## config.mk

```make
export PLATFORM = sky130hd
export DESIGN_NAME = led_step_controller
export DESIGN_NICKNAME = d
export VERILOG_FILES = /design/src/rtl/led_step_controller.sv
export SDC_FILE = /design/constraint.sdc
export NUM_CORES = 1
export LEC_CHECK = 0
export ABC_CLOCK_PERIOD_IN_PS = 2009
export CAP_MARGIN = 20
export CORE_UTILIZATION = 40
export CTS_CLUSTER_DIAMETER = 80
export DETAILED_ROUTE_END_ITERATION = 8
export PLACE_DENSITY = 0.65
export SYNTH_ARGS = -nofsm -noshare
export SYNTH_HDL_FRONTEND = slang
export SYNTH_SLANG_ARGS = --single-unit
```

## constraint.sdc

```tcl
create_clock -name clk -period 2.01 [get_ports clk]
set_input_delay 0.3015 -clock clk [delete_from_list [all_inputs] [get_ports clk]]
set_output_delay 0.3015 -clock clk [all_outputs]
set_load 0.01 [all_outputs]
```

## src/rtl/led_step_controller.sv

```systemverilog
// Button-driven LED pattern sequencer: sync, debounce and edge-detect two
// buttons, then step a 4-state pattern manually or on a divided tick.
module led_step_controller #(
    parameter int DEBOUNCE_CYCLES = 16,
    parameter int TICK_DIV        = 8
) (
    input  logic       clk,
    input  logic       rst,
    input  logic       btn_step,
    input  logic       btn_mode,
    output logic [3:0] led_out,
    output logic [1:0] state_out,
    output logic       auto_mode,
    output logic       step_pulse
);

    localparam int DW = $clog2(DEBOUNCE_CYCLES);
    localparam int TW = $clog2(TICK_DIV);
    localparam logic [DW-1:0] DB_MAX   = DW'(DEBOUNCE_CYCLES - 1);
    localparam logic [TW-1:0] TICK_MAX = TW'(TICK_DIV - 1);

    typedef enum logic [1:0] {
        S0 = 2'd0,
        S1 = 2'd1,
        S2 = 2'd2,
        S3 = 2'd3
    } state_t;

    // Bit 0 carries the step button, bit 1 the mode button.
    logic [1:0]    btn;
    logic [1:0]    s1_q;
    logic [1:0]    s2_q;
    logic [1:0]    db_q;
    logic [1:0]    db_prev_q;
    logic [1:0]    pulse_q;
    logic [DW-1:0] cnt_q [2];

    assign btn = {btn_mode, btn_step};

    always_ff @(posedge clk) begin
        if (rst) begin
            s1_q      <= '0;
            s2_q      <= '0;
            db_q      <= '0;
            db_prev_q <= '0;
            pulse_q   <= '0;
            cnt_q[0]  <= '0;
            cnt_q[1]  <= '0;
        end else begin
            s1_q      <= btn;
            s2_q      <= s1_q;
            db_prev_q <= db_q;
            pulse_q   <= db_q & ~db_prev_q;
            for (int i = 0; i < 2; i++) begin
                if (s2_q[i] == db_q[i]) begin
                    cnt_q[i] <= '0;
                end else if (cnt_q[i] == DB_MAX) begin
                    db_q[i]  <= s2_q[i];
                    cnt_q[i] <= '0;
                end else begin
                    cnt_q[i] <= cnt_q[i] + 1'b1;
                end
            end
        end
    end

    state_t        state_q;
    state_t        state_d;
    logic [3:0]    led_q;
    logic          auto_q;
    logic [TW-1:0] tick_q;
    logic          step_p;
    logic          mode_p;
    logic          tick;
    logic          advance;

    assign step_p  = pulse_q[0];
    assign mode_p  = pulse_q[1];
    assign tick    = auto_q && (tick_q == TICK_MAX);
    assign advance = step_p | tick;

    function automatic logic [3:0] decode(input state_t s);
        unique case (s)
            S0:      decode = 4'b0001;
            S1:      decode = 4'b0010;
            S2:      decode = 4'b0011;
            default: decode = 4'b0100;
        endcase
    endfunction

    always_comb begin
        state_d = state_q;
        if (advance) begin
            state_d = state_t'(state_q + 2'd1);
        end
    end

    // A step, a tick, or a mode change all restart the tick period.
    always_ff @(posedge clk) begin
        if (rst) begin
            state_q <= S0;
            led_q   <= 4'b0001;
            auto_q  <= 1'b0;
            tick_q  <= '0;
        end else begin
            state_q <= state_d;
            led_q   <= decode(state_d);
            if (mode_p) begin
                auto_q <= ~auto_q;
            end
            if (mode_p || !auto_q || step_p || tick) begin
                tick_q <= '0;
            end else begin
                tick_q <= tick_q + 1'b1;
            end
        end
    end

    assign led_out    = led_q;
    assign state_out  = state_q;
    assign auto_mode  = auto_q;
    assign step_pulse = pulse_q[0];

endmodule

```

Word-level counts from Yosys, hierarchy flattened. Memories as Yosys holds them, arrays and structs flattened. Cells that the tools add are included.

Output and inout bits: 8. Input bits: 4. Word-level logic and storage cells: 75. Bits in registers: 20. RAM bits: 8. Memories kept: 1.

Reductions and logical operators: 9. Add/subtract/negate cells: 4. Mux-type cells: 32. Bitwise gates (word level): 12. Equal/unequal tests: 7.

Memory list: cnt_q (depth 2, bits a word 4, rd ports 2, clocked after memory_dff 0, wr ports 2, RTL line 36) `logic [DW-1:0] cnt_q [2];`.

Operator list (number): two-way mux 1 bit (24); two-way mux 4 bit (6); one-hot mux 3 bit (3 select lines) (1); adder 4 x 1 -> 4 bit (second input constant) (2); equality test 4 bit (second input constant) (2); bitwise OR 1 bit (7); AND reduction 2 bit (2); adder 3 x 1 -> 3 bit (second input constant) (1); equality test 3 bit (second input constant) (1); logical OR 1 bit (3); NOT 1 bit (3); adder 2 x 1 -> 2 bit (second input constant) (1); AND 2 bit (1); equality test 1 bit (2); equality test 2 x 1 -> 1 bit (second input constant) (1); equality test 2 bit (second input constant) (1); logical NOT 2 bit (1); two-way mux 2 bit (1); NOT 2 bit (1); OR reduction 2 bit (1); logical AND 1 bit (1); logical NOT 1 bit (1).

Depth between registers and ports, before layout. Gate-level depths: netlist of run 1. An unclocked memory read counts as a cell.

Word-level depth: 8. Gate-level depth with buffers: 7. Mapped depth without buffers: 7.

Least setup slack after synthesis of run 1. Ideal clock, no wire load.

Path type: register to register. Start point: register tick_q[0]. End point: register led_q[1] (netlist: led_out[1]). Arrival time: 1406 ps. Required time: 1883 ps. Path buffers: 0. Stages on the path, launching flop included: 8. Slack: 476 ps. Cell sequence: dfxtp_1 > ha_1 > ha_1 > a21oi_2 > or3_1 > nand2_1 > ha_1 > nor2b_1.

Word-level cells in the longest chain between the ends: 6.

RTL lines: start: declaration (RTL line 71) `logic [TW-1:0] tick_q;`; start signal: assignment (RTL line 114) `tick_q <= tick_q + 1'b1;`; equality test 3 bit (*) (RTL line 79) `assign tick = auto_q && (tick_q == TICK_MAX);`; logical AND 1 bit (*) (RTL line 79); bitwise OR 1 bit (*) (RTL line 80) `assign advance = step_p | tick;`; two-way mux 2 bit (*) (RTL line 93) `if (advance) begin`; named net state_d[1] (RTL line 68) `state_t state_d;`; equality test 2 bit, or another cell as far along (RTL line 83) `unique case (s)`; one-hot mux 3 bit (3 select lines) (*) (RTL line 83); end signal: assignment (RTL line 107) `led_q <= decode(state_d);`; end: declaration (RTL line 69) `logic [3:0] led_q;`.

Mark *: on every way through the listed nets, which the timed path passes. The rest lies on a longest branch. A chain may end at the register's enable or synchronous reset.

Worst setup path in the final report of run 1. Same ends and word-level chain as after synthesis.

==> impl_metrics.json, run 1 <==
{
  "run_status": "finished clean",
  "place_congestion": 0.6566,
  "p_comb_frac": 0.041,
  "yosysMostFrequentCell": "dfxtp_1",
  "drv_cap": 0,
  "slew_viol_final": 0,
  "wl_per_cell_um": 9.594,
  "port_buffers": 10,
  "grt_pass1_wl_um": 2318,
  "synth_top_area_cell": "dfxtp_1",
  "worst_setup_path_start_kind": "register",
  "p_leak_uw": 0.0004972,
  "die_x_um": 52.74,
  "grt_max_degree": 17,
  "power_frac_seq": 0.684,
  "dr.pass1.iters": 4,
  "worstPathMaxFanout": 3,
  "pwr-share-clk": 0.275,
  "r2r-start": "tick_q[0]$_SDFF_PP0_",
  "post_cts_buffers": 0,
  "clk_pin_slew_worst_paths_ps": 140,
  "hold_path.class": "register to register",
  "p_int_uw": 666.5,
  "place_area_um2": 1190,
  "cp-endpoint": "led_out[1]$_SDFF_PP0_",
  "multiInputGateArea_um2": 412.9,
  "synth_top_area_share": 0.3694,
  "criticalPathCategory": "register to register",
  "final_hold_viol_count": 0,
  "fin_crit_sh": 0.8237,
  "start_util": 0.4195,
  "wl_um": 1324,
  "synth_area_um2": 1030,
  "vias_per_cell": 4.312,
  "drive_above_1_share": 0.09259,
  "final-seq-area_um2": 620.6,
  "overflow": 0,
  "timing.fmax_mhz": 604.0,
  "cp_data_required_time_ps": 2230,
  "r2r_slack_ps": 350,
  "critPathSlowestCell": "dfxtp_1",
  "crit_cells": 6,
  "cts_hold_buf": 0,
  "setup_violations": 0,
  "finish.instance_area_um2": 1219,
  "grt_pass1_vias": 599,
  "ys_ff_latch": 27,
  "skew_ps": 4.597,
  "rr_worst_depth": 6,
  "num_rows": 18,
  "yosys-top-cells-area": "dfxtp_1, edfxtp_1, nor2b_1, ha_1, xnor2_1",
  "synth_cell_type_count": 23,
  "syn_avg_cell_area_um2": 11.70,
  "cpMostUsedCell": "ha_1",
  "r2r_end": "led_out[1]$_SDFF_PP0_",
  "p_per_area_nw_per_um2": 693.7,
  "die-area_um2": 2781,
  "drc": 0,
  "numClockSinks": 27,
  "n_antenna_cell": 0,
  "slowest_delay_ps": 340,
  "end_kind": "register",
  "cts.repair.resized": 0,
  "synth_flop_cell": "dfxtp_1",
  "numCtsBuffers": 3,
  "p_sw_uw": 178.9,
  "switching_share": 0.2116,
  "path_cells": "ha_1 > ha_1 > a21oi_2 > xnor2_1 > ha_1 > nor2b_1",
  "peakVddDrop_mv": 0.3176,
  "dp_hpwl_um": 1033,
  "drt_iter0_markers": 3,
  "syn_to_final_growth_pct": 18.35,
  "synthArstFlopShare": 0,
  "ctsLongestPathBuffers": 2,
  "synth_edf_count": 8,
  "cp_top_family": "adder cells",
  "fillers": 235,
  "cp.arrival_ps": 1870,
  "startpoint": "tick_q[0]$_SDFF_PP0_",
  "yosys_warnings": 0,
  "synth_cells": 88,
  "grt_use_total": 0.1183,
  "period_needed_ps": 1656,
  "final_antenna_net_count": 0,
  "cts_htree_levels": 1,
  "cts_tree": "built",
  "ys_top_cells_by_count": "dfxtp_1, nor2_1, nor2b_1",
  "core_region_area_um2": 2455,
  "insertion_delay_ps": 320,
  "io_pins": 12,
  "seq_area_frac_synth": 0.6027,
  "setup_tns_ps": 0,
  "vias": 595,
  "nets": 118,
  "die_h_um": 52.74,
  "cts-root-buf": "clkbuf_4",
  "cp_num_buf_inv": 0,
  "grt_antenna_before_repair": 0,
  "rsz0062_at_grt": "no"
}
==> registers in the layout (all words and copies together) (netlist names) <==
signal     count
s2_q           2
db_q           2
led_out        3
cnt_q          8
pulse_q        2
auto_mode      1
s1_q           2
state_out      2
tick_q         3
db_prev_q      2
==> cells by family after synthesis <==
group | after synthesis | share of synthesized area
AND/OR/NAND/NOR | 36 | 0.2017
flip-flops | 27 | 0.6027
XOR/XNOR | 8 | 0.06805
adder cells (fa/ha/maj) | 5 | 0.06075
buffers and inverters | 5 | 0.02187
AO/OA/AOI/OAI | 3 | 0.01822
other | 2 | 0.007293
multiplexers | 2 | 0.01944
==> cells in the final DEF (no fill, tap or decap), drive strengths merged, types with 2 or more instances in the layout <==
cell           instances
clkbuf                 3
and3                   4
xnor2                  6
nor2b                 11
conb                   9
ha                     5
a21oi                  2
mux2i                  2
nand3                  2
or3                    3
nor2                  12
edfxtp                 8
nand2                  2
xor2                   2
dfxtp                 19
clkdlybuf4s50         10
inv                    4
==> power by group through the flow <==
stage / Sequential (uW) / Combinational, uW / Clock, uW
final: 578 / 34.4 / 233
after global routing: 580 / 40.9 / 263
after CTS: 579 / 34.7 / 250
after detailed placement: 591 / 34.4 / 0
after global placement: 590 / 34.1 / 0
after floorplan: 589 / 23.7 / 0
==> worst register-to-register path: cells and delay by family (launching register included) <==
kind,cells,cell delay (ps)
DFF,1,340
xor gates and xnor gates,1,200
and+or+nand+nor,1,120
AOI/OAI and AO/OA,1,220
adders and majority gates,3,670
==> per-stage QoR <==
step                      power [uW]  setup WS, ps  cells  utilization  hold WS, ps
after floorplan                612.5         476.4     95            -        367.4
after global placement         623.9         369.1    134       0.4847        372.1
after detailed placement       624.9         346.7    134       0.4847        373.2
after CTS                      863.6         334.3    138       0.4964        393.6
after global routing           884.2         244.2    138       0.4964        412.5
final                          845.4         354.3    138       0.4964        393.4
==> worst min-delay path by stage <==
stage,from,endpoint,slack (ps),cells after the start
2_1_floorplan,db_prev_q[0]$_SDFF_PP0_,pulse_q[0]$_SDFF_PP0_,370,1
3_3_place_gp,db_prev_q[0]$_SDFF_PP0_,pulse_q[0]$_SDFF_PP0_,370,1
3_5_place_dp,db_prev_q[1]$_SDFF_PP0_,pulse_q[1]$_SDFF_PP0_,370,1
4_1_cts,db_prev_q[1]$_SDFF_PP0_,pulse_q[1]$_SDFF_PP0_,390,1
5_1_grt,db_prev_q[1]$_SDFF_PP0_,pulse_q[1]$_SDFF_PP0_,410,1
6_report,db_prev_q[0]$_SDFF_PP0_,pulse_q[0]$_SDFF_PP0_,390,1
==> layer usage <==
metal,GRT usage,part of all wire,vias up
li1,-,-,319
met1,0.1357,0.50,269
met2,0.2004,0.47,5
met3,0.02609,0.023,2
met4,0.06579,0.0091,0
met5,0,0,-
==> final cells by class <==
type                       instances  share of cell area
tap                               30             0.03080
clock inverter                     1            0.005133
timing repair buffer              11             0.08830
clock buffer                       3             0.01848
sequential                        27              0.5092
inverter                           3            0.009240
multi-input combinational         63              0.3388
Note: power is estimated with default switching activity, not from simulation.
==> inputs of run 2 (changes only) <==
ABC_CLOCK_PERIOD_IN_PS = 1500   (was 2009)
PLACE_DENSITY = 0.68   (was 0.65)
clock period = 1.5 ns   (was 2.01 ns; I/O delays follow)
==> run 2 against run 1 <==
  * The flow now finishes with violations (negative setup slack)
  * Global-route usage is 0.34 points higher
  * Register-to-register slack lost 380 ps
  * Setup slack worse by 380 ps
  * Sequential share of layout area down 3.3 points
  * Routed wire length grew 10%
  * Non-clock buffer count grew 7
  * Maximum frequency is 8.8% higher
  * Combinational power rose by 53%
  * Flip-flop and latch count unchanged
  * First-iteration DRC count grew 100%
  * Critical endpoint unchanged
==> impl_metrics.json, run 2 (same netlist as run 1, synthesis figures left out) <==
{
  "skew_ps": 1.605,
  "largest_register_ffs": 8,
  "peakVddDrop_mv": 0.6507,
  "top_register": "cnt_q",
  "p_comb_frac": 0.047,
  "wl_um": 1463,
  "cts-root-buf": "clkbuf_4",
  "drc": 0,
  "syn_to_final_growth_pct": 27.95,
  "worst_slack_ps": -21.62,
  "drive_above_1_share": 0.2348,
  "end_kind": "register",
  "period_needed_ps": 1522,
  "cts_tree": "built",
  "multiInputGateArea_um2": 457.9,
  "start_util": 0.4195,
  "die-area_um2": 2781,
  "place_area_um2": 1247,
  "io_pins": 12,
  "fillers": 232,
  "dr.pass1.iters": 2,
  "grt_pass1_wl_um": 2421,
  "clk_pin_slew_worst_paths_ps": 130,
  "numClockSinks": 27,
  "cp_data_required_time_ps": 1720,
  "nets": 125,
  "p_sw_uw": 221.5,
  "finalNonFillerCells": 145,
  "p_int_uw": 897.8,
  "num_rows": 18,
  "final_common_cell": "dfxtp_1",
  "worstPathMaxFanout": 3,
  "port_buffers": 10,
  "vias": 637,
  "cts_htree_levels": 1,
  "cp.arrival_ps": 1740,
  "place_congestion": 0.7131,
  "grt_use_total": 0.1217,
  "overflow": 0,
  "ctsLongestPathBuffers": 2,
  "setup_violations": 1,
  "final_antenna_net_count": 0,
  "finish.instance_area_um2": 1318,
  "criticalPathCategory": "register to register",
  "dp_worst_setup_slack_ps": -70.15,
  "wl_per_cell_um": 10.09,
  "pwr-share-clk": 0.261,
  "worst_setup_path_start_kind": "register",
  "placed_cells": 138,
  "power_frac_seq": 0.692,
  "fin_crit_sh": 1.014,
  "dp_hpwl_um": 1105,
  "grt_antenna_before_repair": 0,
  "final_cell_mix": "dfxtp_1, nor2_1, nor2b_1",
  "p_leak_uw": 0.0005354,
  "slew_viol_final": 0,
  "final-seq-area_um2": 626.9,
  "final_hold_viol_count": 0,
  "die_x_um": 52.74,
  "drt_iter0_markers": 6,
  "die_h_um": 52.74,
  "switching_share": 0.1979,
  "p_total_uw": 1119,
  "n_antenna_cell": 0,
  "run_status": "complete, but fails checks",
  "cts_hold_buf": 0,
  "violations": "negative setup slack",
  "insertion_delay_ps": 300,
  "numCtsBuffers": 3,
  "p_per_area_nw_per_um2": 849.5,
  "grt_pass1_vias": 585,
  "drv_cap": 0,
  "setup_tns_ps": -21.62,
  "vias_per_cell": 4.393,
  "hold_path.class": "register to register",
  "core_region_area_um2": 2455,
  "rsz0062_at_grt": "yes",
  "timing.fmax_mhz": 657.2,
  "grt_max_degree": 15
}
==> run 2: cell count changes in the layout (fill, tap and decap cells not counted), moves of 2 or more <==
cell and change:
dlygate4sd2_1 +2, clkdlybuf4s50_1 -2, ha_2 +2, ha_1 -4
dfxtp_2 +5, dfxtp_1 -5, ha_4 +2, buf_4 +7
==> run 2: path summary, 6_finish.rpt <==
path	start	end	slack, ps	depth (start not counted)
setup / recovery	tick_q[0]$_SDFF_PP0_	led_out[1]$_SDFF_PP0_	-20	7
hold reg to reg	db_prev_q[0]$_SDFF_PP0_	pulse_q[0]$_SDFF_PP0_	390	1
hold / removal	db_prev_q[0]$_SDFF_PP0_	pulse_q[0]$_SDFF_PP0_	390	1
setup reg to reg	tick_q[0]$_SDFF_PP0_	led_out[1]$_SDFF_PP0_	-20	7
==> run 2: area by class of cell <==
| cell class | instances | area share |
|---|---|---|
| clock buffer | 4 | 0.01994 |
| inverter | 3 | 0.008547 |
| sequential | 27 | 0.4758 |
| timing repair buffer | 18 | 0.1197 |
| tap | 30 | 0.02849 |
| multi-input combinational | 63 | 0.3476 |
==> run 2: through the flow <==
stage	hold WS (ps)	util
6_report	385.5	0.5367
2_1_floorplan	296.6	-
5_1_grt	400.4	0.5367
4_1_cts	396.4	0.5219
3_5_place_dp	383.2	0.5082
3_3_place_gp	373.9	0.5082
==> run 2: what timing repair did <==
item,CTS,global route
pin swaps,1,2
hold endpoints to repair,0,0
setup buffers,1,2
gates resized for setup,4,7
gates cloned,0,0
setup endpoints to repair,3,12
==> run 2: critical path: stages (launching register included) <==
cell     delay [ps]
dfxtp_2         370
ha_4            140
ha_4            130
a21oi_4          60
or3_4           330
nand2_2          60
ha_1            210
nor2b_1         120
==> run 2: metal layers <==
layer | vias to the layer above | part of all wire | GRT usage
met4 | 0 | 0 | 0.03947
met5 | - | 0 | 0
met1 | 296 | 0.46 | 0.1514
li1 | 336 | - | -
met3 | 0 | 0.021 | 0.03478
met2 | 5 | 0.51 | 0.2004
==> run 2: power by group through the flow <==
stage          Clock [uW]  Combinational [uW]  Sequential, uW
2_1_floorplan           0                31.7             789
3_3_place_gp            0                47.3             791
3_5_place_dp            0                47.9             791
4_1_cts               314                48.3             775
5_1_grt               334                59.7             777
6_report              292                52.6             775
==> inputs of run 3 (changes only) <==
ABC_CLOCK_PERIOD_IN_PS = 1800   (was 1500)
HOLD_SLACK_MARGIN = 0.05   (was not set)
PLACE_DENSITY = 0.65   (was 0.68)
SETUP_SLACK_MARGIN = 0.05   (was not set)
clock period = 1.8 ns   (was 1.5 ns; I/O delays follow)
==> run 3 against run 2 <==
  * The run now ends clean
  * Via count decreased by 2.0%
  * Clock skew rose by 15 ps
  * Combinational power fell by 24%
  * Largest cell class unchanged
  * Design area is 6.9% lower
  * Clock power down 7.5%
  * Critical path type is now register to output pin
  * Die area stayed put
==> impl_metrics.json, run 3 (same netlist as run 1, synthesis figures left out) <==
{
  "r2r-start": "tick_q[0]$_SDFF_PP0_",
  "drc": 0,
  "clk_pin_slew_worst_paths_ps": 160,
  "die-area_um2": 2781,
  "holdPathEnd": "pulse_q[1]$_SDFF_PP0_",
  "largest_register_ffs": 8,
  "numClockSinks": 27,
  "switching_share": 0.2198,
  "syn_to_final_growth_pct": 19.08,
  "die_x_um": 52.74,
  "power_frac_seq": 0.676,
  "grt_max_degree": 17,
  "grt_pass1_wl_um": 2477,
  "r2r_slack_ps": 190,
  "final_antenna_net_count": 0,
  "place_congestion": 0.6633,
  "cp_num_buf_inv": 1,
  "worst_setup_path_start_kind": "register",
  "drt_iter0_markers": 10,
  "criticalPathCategory": "register to output pin",
  "grt_use_total": 0.1257,
  "core_region_area_um2": 2455,
  "p_sw_uw": 210.1,
  "cts_tree": "built",
  "cts_htree_levels": 1,
  "dr.pass1.iters": 4,
  "setup_tns_ps": 0,
  "worstPathMaxFanout": 6,
  "hold_path.class": "register to register",
  "port_buffers": 10,
  "min_path_cells": 1,
  "wl_um": 1415,
  "numCtsBuffers": 3,
  "vias": 624,
  "skew_ps": 16.16,
  "r2r_end": "led_out[1]$_SDFF_PP0_",
  "n_antenna_cell": 0,
  "cts_hold_buf": 0,
  "drive_above_1_share": 0.1009,
  "pwr-share-clk": 0.282,
  "io_pins": 12,
  "post_cts_buffers": 0,
  "cp_data_required_time_ps": 1530,
  "ctsLongestPathBuffers": 2,
  "timing.fmax_mhz": 604.9,
  "vias_per_cell": 4.489,
  "cp_top_family": "buffers and inverters",
  "path_cells": "clkdlybuf4s50_1",
  "nets": 119,
  "cp.arrival_ps": 1380,
  "grt_antenna_before_repair": 0,
  "rr_worst_depth": 7,
  "p_comb_frac": 0.042,
  "num_rows": 18,
  "p_leak_uw": 0.0005020,
  "p_int_uw": 745.9,
  "critPathSlowestCell": "clkdlybuf4s50_1",
  "period_needed_ps": 1653,
  "cts-root-buf": "clkbuf_4",
  "cts.repair.resized": 0,
  "die_h_um": 52.74,
  "top_register": "cnt_q",
  "fin_crit_sh": 0.9185,
  "final_common_cell": "dfxtp_1",
  "rsz0062_at_grt": "no",
  "met3_usage": 0.03478,
  "dp_hpwl_um": 1080,
  "wl_per_cell_um": 10.18,
  "utilization": 0.4995,
  "grt_pass1_vias": 587,
  "drv_cap": 0,
  "start_util": 0.4195,
  "fillers": 231,
  "overflow": 0,
  "slowest_delay_ps": 580,
  "setup_violations": 0,
  "gr-max-usage-layer": "met2",
  "end_kind": "output pin",
  "met2_usage": 0.1751,
  "worstHoldStart": "db_prev_q[1]$_SDFF_PP0_",
  "insertion_delay_ps": 330,
  "final_hold_viol_count": 0,
  "peakVddDrop_mv": 0.4895,
  "p_total_uw": 956.0,
  "slew_viol_final": 0,
  "p_per_area_nw_per_um2": 779.7,
  "final_cell_mix": "dfxtp_1, nor2_1, nor2b_1",
  "run_status": "finished clean",
  "met1_usage": 0.1720
}
==> run 3: per-layer routing <==
metal | vias up | wire length, um
met3 | 2 | 36
met4 | 0 | 12
met5 | - | 0
li1 | 322 | -
met2 | 7 | 634
met1 | 293 | 731
==> run 3: layout make-up <==
cell class,count,area [um^2],area share
inverters,3,11.26,0.009184
flip-flops and latches,27,620.6,0.5061
multi-input cells,63,412.9,0.3367
clock inverters,1,6.256,0.005102
clock buffers,3,22.52,0.01837
repair buffers,12,115.1,0.09388
well taps,30,37.54,0.03061
==> run 3: through the flow <==
step / setup WS [ps] / hold WS, ps / area, um^2 / instances
2_1_floorplan: 266.4 / 341.6 / 1056 / 95
3_3_place_gp: 252.1 / 373.1 / 1197 / 135
3_5_place_dp: 206.9 / 376.2 / 1197 / 135
4_1_cts: 129.1 / 382.6 / 1226 / 139
5_1_grt: 67.86 / 379.4 / 1226 / 139
6_report: 146.7 / 372.8 / 1226 / 139
==> run 3: power by group through the flow <==
| stage | Clock [uW] | Combinational [uW] | Sequential, uW |
|---|---|---|---|
| after floorplan | 0 | 26.4 | 658 |
| after global placement | 0 | 39.6 | 659 |
| after detailed placement | 0 | 39.8 | 660 |
| after CTS | 277 | 40.1 | 646 |
| after global routing | 307 | 45.4 | 648 |
| final | 270 | 40.2 | 646 |
==> run 3: how the worst max path moves through the flow <==
stage	startpoint	end	slack, ps	cells after the start
5_1_grt	auto_mode$_SDFFE_PP0P_	auto_mode	70	1
6_report	auto_mode$_SDFFE_PP0P_	auto_mode	150	1
4_1_cts	auto_mode$_SDFFE_PP0P_	auto_mode	130	1
3_5_place_dp	tick_q[0]$_SDFF_PP0_	led_out[1]$_SDFF_PP0_	210	7
2_1_floorplan	tick_q[0]$_SDFF_PP0_	led_out[1]$_SDFF_PP0_	270	7
3_3_place_gp	tick_q[0]$_SDFF_PP0_	led_out[1]$_SDFF_PP0_	250	7
